File: src/rtl/gecko_sched_if.sv
// ---------------------------------------------------------------------------
// | Module   : gecko_sched_if                                               |
// | Purpose  : byte-stream handshake bundle for the gecko sequencer:        |
// |            ciphertext in (din) and plaintext out (dout), both with      |
// |            valid/ready.                                                 |
// | Revision : 1.0 - initial release                                        |
// ---------------------------------------------------------------------------
`default_nettype none
`timescale 1ns/1ps

interface gecko_sched_if;
    logic [7:0] din;
    logic       din_valid;
    logic       din_ready;
    logic [7:0] dout;
    logic       dout_valid;
    logic       dout_ready;

    // Upstream/downstream side: supplies ciphertext and consumes plaintext
    modport master (
        output din, din_valid, dout_ready,
        input  din_ready, dout, dout_valid
    );

    // Sequencer side
    modport slave (
        input  din, din_valid, dout_ready,
        output din_ready, dout, dout_valid
    );
endinterface

`default_nettype wire

File: src/rtl/gecko_sched.sv
// ---------------------------------------------------------------------------
// | Module   : gecko_sched                                                  |
// | Purpose  : sequencer for the gecko keystream PRNG. Captures a 121-bit   |
// |            key, resets gecko, shifts the key in LSB first, waits out    |
// |            diffusion, then XORs ciphertext bytes with keystream bytes.  |
// | Options  : GECKO_SCHED_CNT_EN - enables the saturating byte counter;    |
// |            when undefined byte_cnt is tied to zero.                     |
// | Revision : 1.0 - initial release                                        |
// ---------------------------------------------------------------------------
`default_nettype none
`timescale 1ns/1ps

module gecko_sched #(
    parameter int CNT_W = 16
) (
    input  wire logic             clk,
    input  wire logic             rst,
    input  wire logic             key_load,
    input  wire logic [120:0]     key_in,
    output logic                  busy,
    output logic                  key_zero,
    gecko_sched_if.slave          strm,
    output logic                  gecko_rst_n,
    output logic                  gecko_clken,
    output logic                  gecko_key,
    output logic                  gecko_next,
    input  wire logic             gecko_ready,
    input  wire logic [7:0]       gecko_dout,
    output logic [CNT_W-1:0]      byte_cnt
);

    typedef enum logic [2:0] {
        ST_IDLE   = 3'd0,
        ST_RST    = 3'd1,
        ST_LOAD   = 3'd2,
        ST_WARM   = 3'd3,
        ST_STREAM = 3'd4
    } state_t;

    localparam logic [6:0] c_LOAD_LAST = 7'd120;

    state_t         r_state;
    state_t         w_next;
    logic [120:0]   r_shift;
    logic [6:0]     r_load_cnt;
    logic           r_busy;
    logic           r_key_zero;
    logic           r_gecko_rst_n;
    logic [7:0]     r_dout;
    logic           r_dout_valid;
    logic           w_clken;
    logic           w_key;
    logic           w_din_ready;
    logic           w_xfer;
    logic           w_drain;
    logic [7:0]     w_ks;

    // A zero key means pass-through: keystream is masked off
    assign w_ks    = r_key_zero ? 8'h00 : gecko_dout;
    assign w_xfer  = strm.din_valid && w_din_ready;
    assign w_drain = r_dout_valid && strm.dout_ready;

    assign busy            = r_busy;
    assign key_zero        = r_key_zero;
    assign gecko_rst_n     = r_gecko_rst_n;
    assign gecko_clken     = w_clken;
    assign gecko_key       = w_key;
    assign gecko_next      = w_xfer;
    assign strm.din_ready  = w_din_ready;
    assign strm.dout       = r_dout;
    assign strm.dout_valid = r_dout_valid;

    // State register
    always_ff @(posedge clk) begin
        if (rst) begin
            r_state <= ST_IDLE;
        end else begin
            r_state <= w_next;
        end
    end

    // Next-state and gecko control decode; key_load overrides everything
    always_comb begin
        w_next      = r_state;
        w_clken     = 1'b0;
        w_key       = 1'b0;
        w_din_ready = 1'b0;
        case (r_state)
            ST_IDLE: begin
                w_next = ST_IDLE;
            end
            ST_RST: begin
                w_next = ST_LOAD;
            end
            ST_LOAD: begin
                w_clken = 1'b1;
                w_key   = r_shift[0];
                if (r_load_cnt == 7'd0) begin
                    w_next = ST_WARM;
                end
            end
            ST_WARM: begin
                w_clken = 1'b1;
                if (gecko_ready) begin
                    w_next = ST_STREAM;
                end
            end
            ST_STREAM: begin
                w_clken = 1'b1;
                // Refuse bytes on a rekey cycle so nothing from the old key is accepted
                w_din_ready = gecko_ready && (!r_dout_valid || strm.dout_ready) && !key_load;
            end
            default: begin
                w_next = ST_IDLE;
            end
        endcase
        if (key_load) begin
            w_next = ST_RST;
        end
    end

    // Key shift register, load counter, status flags and output byte register
    always_ff @(posedge clk) begin
        if (rst) begin
            r_shift       <= '0;
            r_load_cnt    <= 7'd0;
            r_busy        <= 1'b0;
            r_key_zero    <= 1'b0;
            r_gecko_rst_n <= 1'b0;
            r_dout        <= 8'h00;
            r_dout_valid  <= 1'b0;
        end else begin
            // gecko reset is registered from the next state so the pin never glitches
            r_gecko_rst_n <= (w_next == ST_LOAD) || (w_next == ST_WARM) || (w_next == ST_STREAM);
            if (key_load) begin
                r_shift      <= key_in;
                r_key_zero   <= (key_in == '0);
                r_load_cnt   <= c_LOAD_LAST;
                r_busy       <= 1'b1;
                r_dout_valid <= 1'b0;
            end else begin
                if (r_state == ST_LOAD) begin
                    r_shift    <= r_shift >> 1;
                    r_load_cnt <= r_load_cnt - 7'd1;
                end
                if ((r_state == ST_WARM) && gecko_ready) begin
                    r_busy <= 1'b0;
                end
                if (w_xfer) begin
                    r_dout       <= strm.din ^ w_ks;
                    r_dout_valid <= 1'b1;
                end else if (w_drain) begin
                    r_dout_valid <= 1'b0;
                end
            end
        end
    end

`ifdef GECKO_SCHED_CNT_EN
    logic [CNT_W-1:0] r_byte_cnt;

    // Saturating count of accepted bytes since the last key_load
    always_ff @(posedge clk) begin
        if (rst) begin
            r_byte_cnt <= '0;
        end else if (key_load) begin
            r_byte_cnt <= '0;
        end else if (w_xfer && (r_byte_cnt != '1)) begin
            r_byte_cnt <= r_byte_cnt + CNT_W'(1);
        end
    end

    assign byte_cnt = r_byte_cnt;
`else
    assign byte_cnt = '0;
`endif

endmodule

`default_nettype wire

File: src/flat_wrapper.sv
// flat-port wrapper written by rule: the top's interface ports become plain ports
module gecko_sched_flat 
#(
    parameter int CNT_W = 16
)
  (clk, rst, key_load, key_in, busy, key_zero, gecko_rst_n, gecko_clken, gecko_key, gecko_next, gecko_ready, gecko_dout, byte_cnt, strm_din, strm_din_valid, strm_dout_ready, strm_din_ready, strm_dout, strm_dout_valid);
  gecko_sched_if strm_i ();
  input  wire logic clk;
  input  wire logic rst;
  input  wire logic key_load;
  input  wire logic [120:0] key_in;
  output logic busy;
  output logic key_zero;
  output logic gecko_rst_n;
  output logic gecko_clken;
  output logic gecko_key;
  output logic gecko_next;
  input  wire logic gecko_ready;
  input  wire logic [7:0] gecko_dout;
  output logic [CNT_W-1:0] byte_cnt;
  input wire logic [$bits(strm_i.din)-1:0] strm_din;
  input wire logic [$bits(strm_i.din_valid)-1:0] strm_din_valid;
  input wire logic [$bits(strm_i.dout_ready)-1:0] strm_dout_ready;
  output wire logic [$bits(strm_i.din_ready)-1:0] strm_din_ready;
  output wire logic [$bits(strm_i.dout)-1:0] strm_dout;
  output wire logic [$bits(strm_i.dout_valid)-1:0] strm_dout_valid;
  assign strm_i.din = strm_din;
  assign strm_i.din_valid = strm_din_valid;
  assign strm_i.dout_ready = strm_dout_ready;
  assign strm_din_ready = strm_i.din_ready;
  assign strm_dout = strm_i.dout;
  assign strm_dout_valid = strm_i.dout_valid;
  gecko_sched #(.CNT_W(CNT_W)) u_core (.clk(clk), .rst(rst), .key_load(key_load), .key_in(key_in), .busy(busy), .key_zero(key_zero), .strm(strm_i), .gecko_rst_n(gecko_rst_n), .gecko_clken(gecko_clken), .gecko_key(gecko_key), .gecko_next(gecko_next), .gecko_ready(gecko_ready), .gecko_dout(gecko_dout), .byte_cnt(byte_cnt));
endmodule
File: config.mk
export PLATFORM = sky130hd
export DESIGN_NAME = gecko_sched_flat
export DESIGN_NICKNAME = d
export VERILOG_FILES = /design/src/rtl/gecko_sched_if.sv /design/src/rtl/gecko_sched.sv /design/src/flat_wrapper.sv
export SDC_FILE = /design/constraint.sdc
export NUM_CORES = 1
export LEC_CHECK = 0
export CORE_ASPECT_RATIO = 1.25
export CORE_MARGIN = 2
export CORE_UTILIZATION = 49
export DETAILED_ROUTE_END_ITERATION = 10
export PLACE_DENSITY_LB_ADDON = 0.08
export SLEW_MARGIN = 25
export SYNTH_ARGS = -nofsm -noshare
export SYNTH_HDL_FRONTEND = slang
export SYNTH_SLANG_ARGS = --single-unit
File: constraint.sdc
create_clock -name clk -period 2.5 [get_ports clk]
set_input_delay 0.5 -clock clk [delete_from_list [all_inputs] [get_ports clk]]
set_output_delay 0.5 -clock clk [all_outputs]
set_load 0.05 [all_outputs]
==> summary.txt <==
GLOBAL ROUTE
----------------------------------------------------------------------------------
Pin count of the biggest net entering global routing ................          136
Global-route wire length before repair ..............................      27.5 mm
Overall track demand over capacity in global routing ................        0.235
Initial antenna violation count .....................................            0
Vias in the first global route ......................................        5,993
Total overflow reported by the global router ........................            0

ROUTING
----------------------------------------------------------------------------------
Number of vias in the routed layout .................................        6,154
Detail Route Antenna Nets ...........................................            0
Final wirelength ....................................................      18.1 mm
Drt initial violations ..............................................          368
Number of vias per cell after detailed routing ......................         5.32
Routed len/inst .....................................................      15.6 um
Total iterations of the first detailed-routing run ..................            4
Post-route DRC ......................................................            0

CRITICAL PATH
----------------------------------------------------------------------------------
Type of the worst setup path ........................................ flop to primary output
Max stage delay cell, worst path .................................... sky130_fd_sc_hd__or3b_4
Minimum setup slack among reg-to-reg paths ..........................      0.53 ns
Maximum cell stage delay along the critical path ....................      0.44 ns
Reg2Reg Launch Point ................................................ u_core.r_state[1]
Cells traversed along the worst timing path ......................... or3b_4 > nor4_4 > buf_12
Depth of the most critical reg-to-reg path ..........................            5
Worst-path fanout max ...............................................            5
Start point of the critical path .................................... u_core.r_state[2]
Setup crit end kind ................................................. primary output
Startpoint Class ....................................................         flop
Crit path required time .............................................      2.00 ns
Endpoint arrival time on the critical path ..........................      1.89 ns
Worst reg2reg endpoint .............................................. u_core.r_shift[2]
Endpoint of the most critical setup path ............................   gecko_next

FINISH
----------------------------------------------------------------------------------
Top library cells by usage in the layout, fill and taps aside ....... 240 x sky130_fd_sc_hd__nand2_1, 152 x sky130_fd_sc_hd__clkdlybuf4s50_1, 143 x sky130_fd_sc_hd__dfxtp_1, 126 x sky130_fd_sc_hd__a21oi_1, 119 x sky130_fd_sc_hd__mux2_2
Most common cell after layout, fill and taps aside .................. sky130_fd_sc_hd__nand2_1
Layout cells sized above 1 ..........................................        0.187
Signed area change from the synthesized netlist to the final layout .        35.1%
Nets ................................................................        1,111
Core occupancy in the finished layout ...............................        0.677

CLOCKING
----------------------------------------------------------------------------------
# H-tree levels .....................................................            4
Clk root buf ........................................................ sky130_fd_sc_hd__clkbuf_16
Buffer levels on the longest clock path .............................            2
Clock-pin transition on the worst setup and hold timing paths .......      0.06 ns
# hold bufs at CTS ..................................................            0
Clock Latency Late Sink .............................................      0.41 ns
Clock Sink Count ....................................................          143
TritonCTS Buffers ...................................................           17
Clock tree from TritonCTS ...........................................         done

PLACEMENT
----------------------------------------------------------------------------------
Worst slack at placement ............................................    0.0136 ns
Count of buffers from port buffering ................................          158
GPL Wtd Cong ........................................................        0.776
Post-DP HPWL ........................................................      12.3 mm

TIMING
----------------------------------------------------------------------------------
Least-Margin Pin Slew ...............................................     0.709 ns
Maximum frequency from static timing analysis .......................      418 MHz
Worst rel slew slack ................................................        0.523
Max-slew violation count ............................................            0
Final critical-path setup slack .....................................     0.108 ns
Hold WS .............................................................     0.471 ns
Endpoints failing setup .............................................            0
Final hold viol count ...............................................            0
Unrepaired setup endpoints after global routing .....................        false
Final clock period utilization by the worst path ....................        0.957
Post-Route Setup TNS ................................................         0 ns
Shortest clock period the worst path allows after layout ............      2.39 ns
Fin Clk Skew ........................................................   0.00978 ns

DIE
----------------------------------------------------------------------------------
Die Footprint ....................................................... 15,000 sq um
Effective utilization at floorplan ..................................        0.501
Die width ...........................................................       110 um
Area inside the core boundary ....................................... 13,800 sq um
Row Count ...........................................................           48
Die H ...............................................................       137 um
Number of placed I/O pins ...........................................          175

SYNTH
----------------------------------------------------------------------------------
Average footprint of a synthesized cell .............................   8.34 sq um
Number of instances in the synthesized netlist ......................          827
Portion of the post-synthesis area used by sequential elements ......        0.415
Number of storage elements in the synthesis netlist .................          143
Number of warning messages in the yosys log .........................            0
Netlist area before placement .......................................   6890 sq um
Distinct cells, synth ...............................................           37

POWER
----------------------------------------------------------------------------------
Worst IR drop on VDD ................................................     0.367 mV
Leakage dissipation .................................................      3.60 nW
Total power draw ....................................................      6.08 mW
Power density relative to cell area .................................  653 nW/um^2

WORST HOLD PATH
----------------------------------------------------------------------------------
Hold Path Class ..................................................... primary input to flop
Startpoint of the most critical hold path ...........................     key_load

STATUS
----------------------------------------------------------------------------------
Outcome ............................................................. complete, no violations

JOB
----------------------------------------------------------------------------------
Number of max-cap violations ........................................            0

[cell usage after synthesis]
cell type	instances	area share
sky130_fd_sc_hd__o21ai_0	1	0.00073
sky130_fd_sc_hd__xor2_1	5	0.0064
sky130_fd_sc_hd__clkbuf_1	35	0.019
sky130_fd_sc_hd__a21o_1	1	0.0011
sky130_fd_sc_hd__or4_1	2	0.0022
sky130_fd_sc_hd__mux2i_1	1	0.0015
sky130_fd_sc_hd__nand4_1	8	0.0073
sky130_fd_sc_hd__dfxtp_1	143	0.42
sky130_fd_sc_hd__ha_1	1	0.0018
sky130_fd_sc_hd__buf_2	15	0.011
sky130_fd_sc_hd__xnor2_1	9	0.011
sky130_fd_sc_hd__and3_1	1	0.00091
sky130_fd_sc_hd__nor3b_1	1	0.0011
sky130_fd_sc_hd__or2_2	2	0.0018
sky130_fd_sc_hd__conb_1	1	0.00054
sky130_fd_sc_hd__nor4b_1	1	0.0013
sky130_fd_sc_hd__nor3b_2	1	0.0018
sky130_fd_sc_hd__nor3_1	3	0.0022
sky130_fd_sc_hd__buf_6	1	0.0016
sky130_fd_sc_hd__a31oi_1	1	0.00091
sky130_fd_sc_hd__inv_1	5	0.0027
sky130_fd_sc_hd__o22ai_1	1	0.00091
sky130_fd_sc_hd__nand2b_1	1	0.00091
sky130_fd_sc_hd__a211oi_1	10	0.011
sky130_fd_sc_hd__nand3_1	4	0.0029
sky130_fd_sc_hd__buf_4	16	0.017
sky130_fd_sc_hd__buf_1	7	0.0038
sky130_fd_sc_hd__nor2_1	20	0.011
sky130_fd_sc_hd__nor2b_1	11	0.010
sky130_fd_sc_hd__mux2_2	119	0.19
sky130_fd_sc_hd__nand2_1	240	0.13
sky130_fd_sc_hd__and2_1	1	0.00091
sky130_fd_sc_hd__nor4_4	1	0.0031
sky130_fd_sc_hd__inv_2	1	0.00054
sky130_fd_sc_hd__nor4_1	30	0.027
sky130_fd_sc_hd__or3b_4	1	0.0016
sky130_fd_sc_hd__a21oi_1	126	0.091
[how the worst min path moves through the flow]
stage	slack (ns)	end	depth (start not counted)
floorplan	0.48	u_core.r_load_cnt[1]	2
global placement	0.48	u_core.busy	2
detailed placement	0.49	u_core.busy	2
CTS	0.45	u_core.r_shift[99]	3
global route	0.47	u_core.r_shift[99]	3
finish	0.47	u_core.r_shift[99]	3
[flip-flops by register name (all words and copies together), names as in the netlist]
| register | flops |
|---|---|
| u_core.busy | 1 |
| u_core.gecko_rst_n | 1 |
| u_core.key_zero | 1 |
| u_core.r_load_cnt | 7 |
| u_core.r_shift | 121 |
| u_core.r_state | 3 |
| u_core.strm.dout | 8 |
| u_core.strm.dout_valid | 1 |
[what timing repair did]
action                     in CTS  in global routing
gates resized for setup         0                  1
hold endpoints to repair        0                  0
buffers inserted                0                  0
setup endpoints to repair       0                  1
[critical path, delay by kind of cell (launching register included)]
kind	cells	cell delay [ns]
and+or+nand+nor	2	0.85
DFF	1	0.43
buffers and inverters	1	0.19
[cells by family (layout without fill, tap and decap cells)]
group                      count (synthesis)  in the layout  synth area share
other                                      1             17          0.000544
and+or+nand+nor                          328            328             0.207
buffers and inverters                     80            218            0.0561
AOI/OAI and AO/OA                        140            140             0.106
DFF                                      143            143             0.415
adders and majority gates                  1              1           0.00181
muxes                                    120            120             0.196
xor gates and xnor gates                  14             14            0.0178
[per-layer routing]
metal,global-route usage,up-vias,part of all wire
met2,0.428,151,0.52
met4,0.0861,0,0.017
met3,0.0624,18,0.056
met1,0.257,2912,0.41
li1,-,3073,-
met5,0,-,0
[per-stage QoR]
stage,cells,area (sq um)
finish,1156,9320
global placement,1123,8650
global route,1155,9310
floorplan,842,6950
detailed placement,1123,8650
CTS,1155,9310
[power breakdown]
group / switching (mW) / internal, mW / total [mW]
registers: 0.0602 / 2.40 / 2.46
clock network: 0.976 / 1.83 / 2.81
logic: 0.387 / 0.424 / 0.811
total: 1.42 / 4.66 / 6.08
[layout make-up]
type / instances / area [sq um]
fill: 1121 / 4440
multi-input combinational: 619 / 3710
sequential: 143 / 2860
timing repair buffer: 180 / 1840
clock buffer: 20 / 457
tap: 175 / 219
clock inverter: 12 / 206
inverter: 6 / 23.8
antenna: 1 / 2.50
Note: power is estimated with default switching activity, not from simulation.
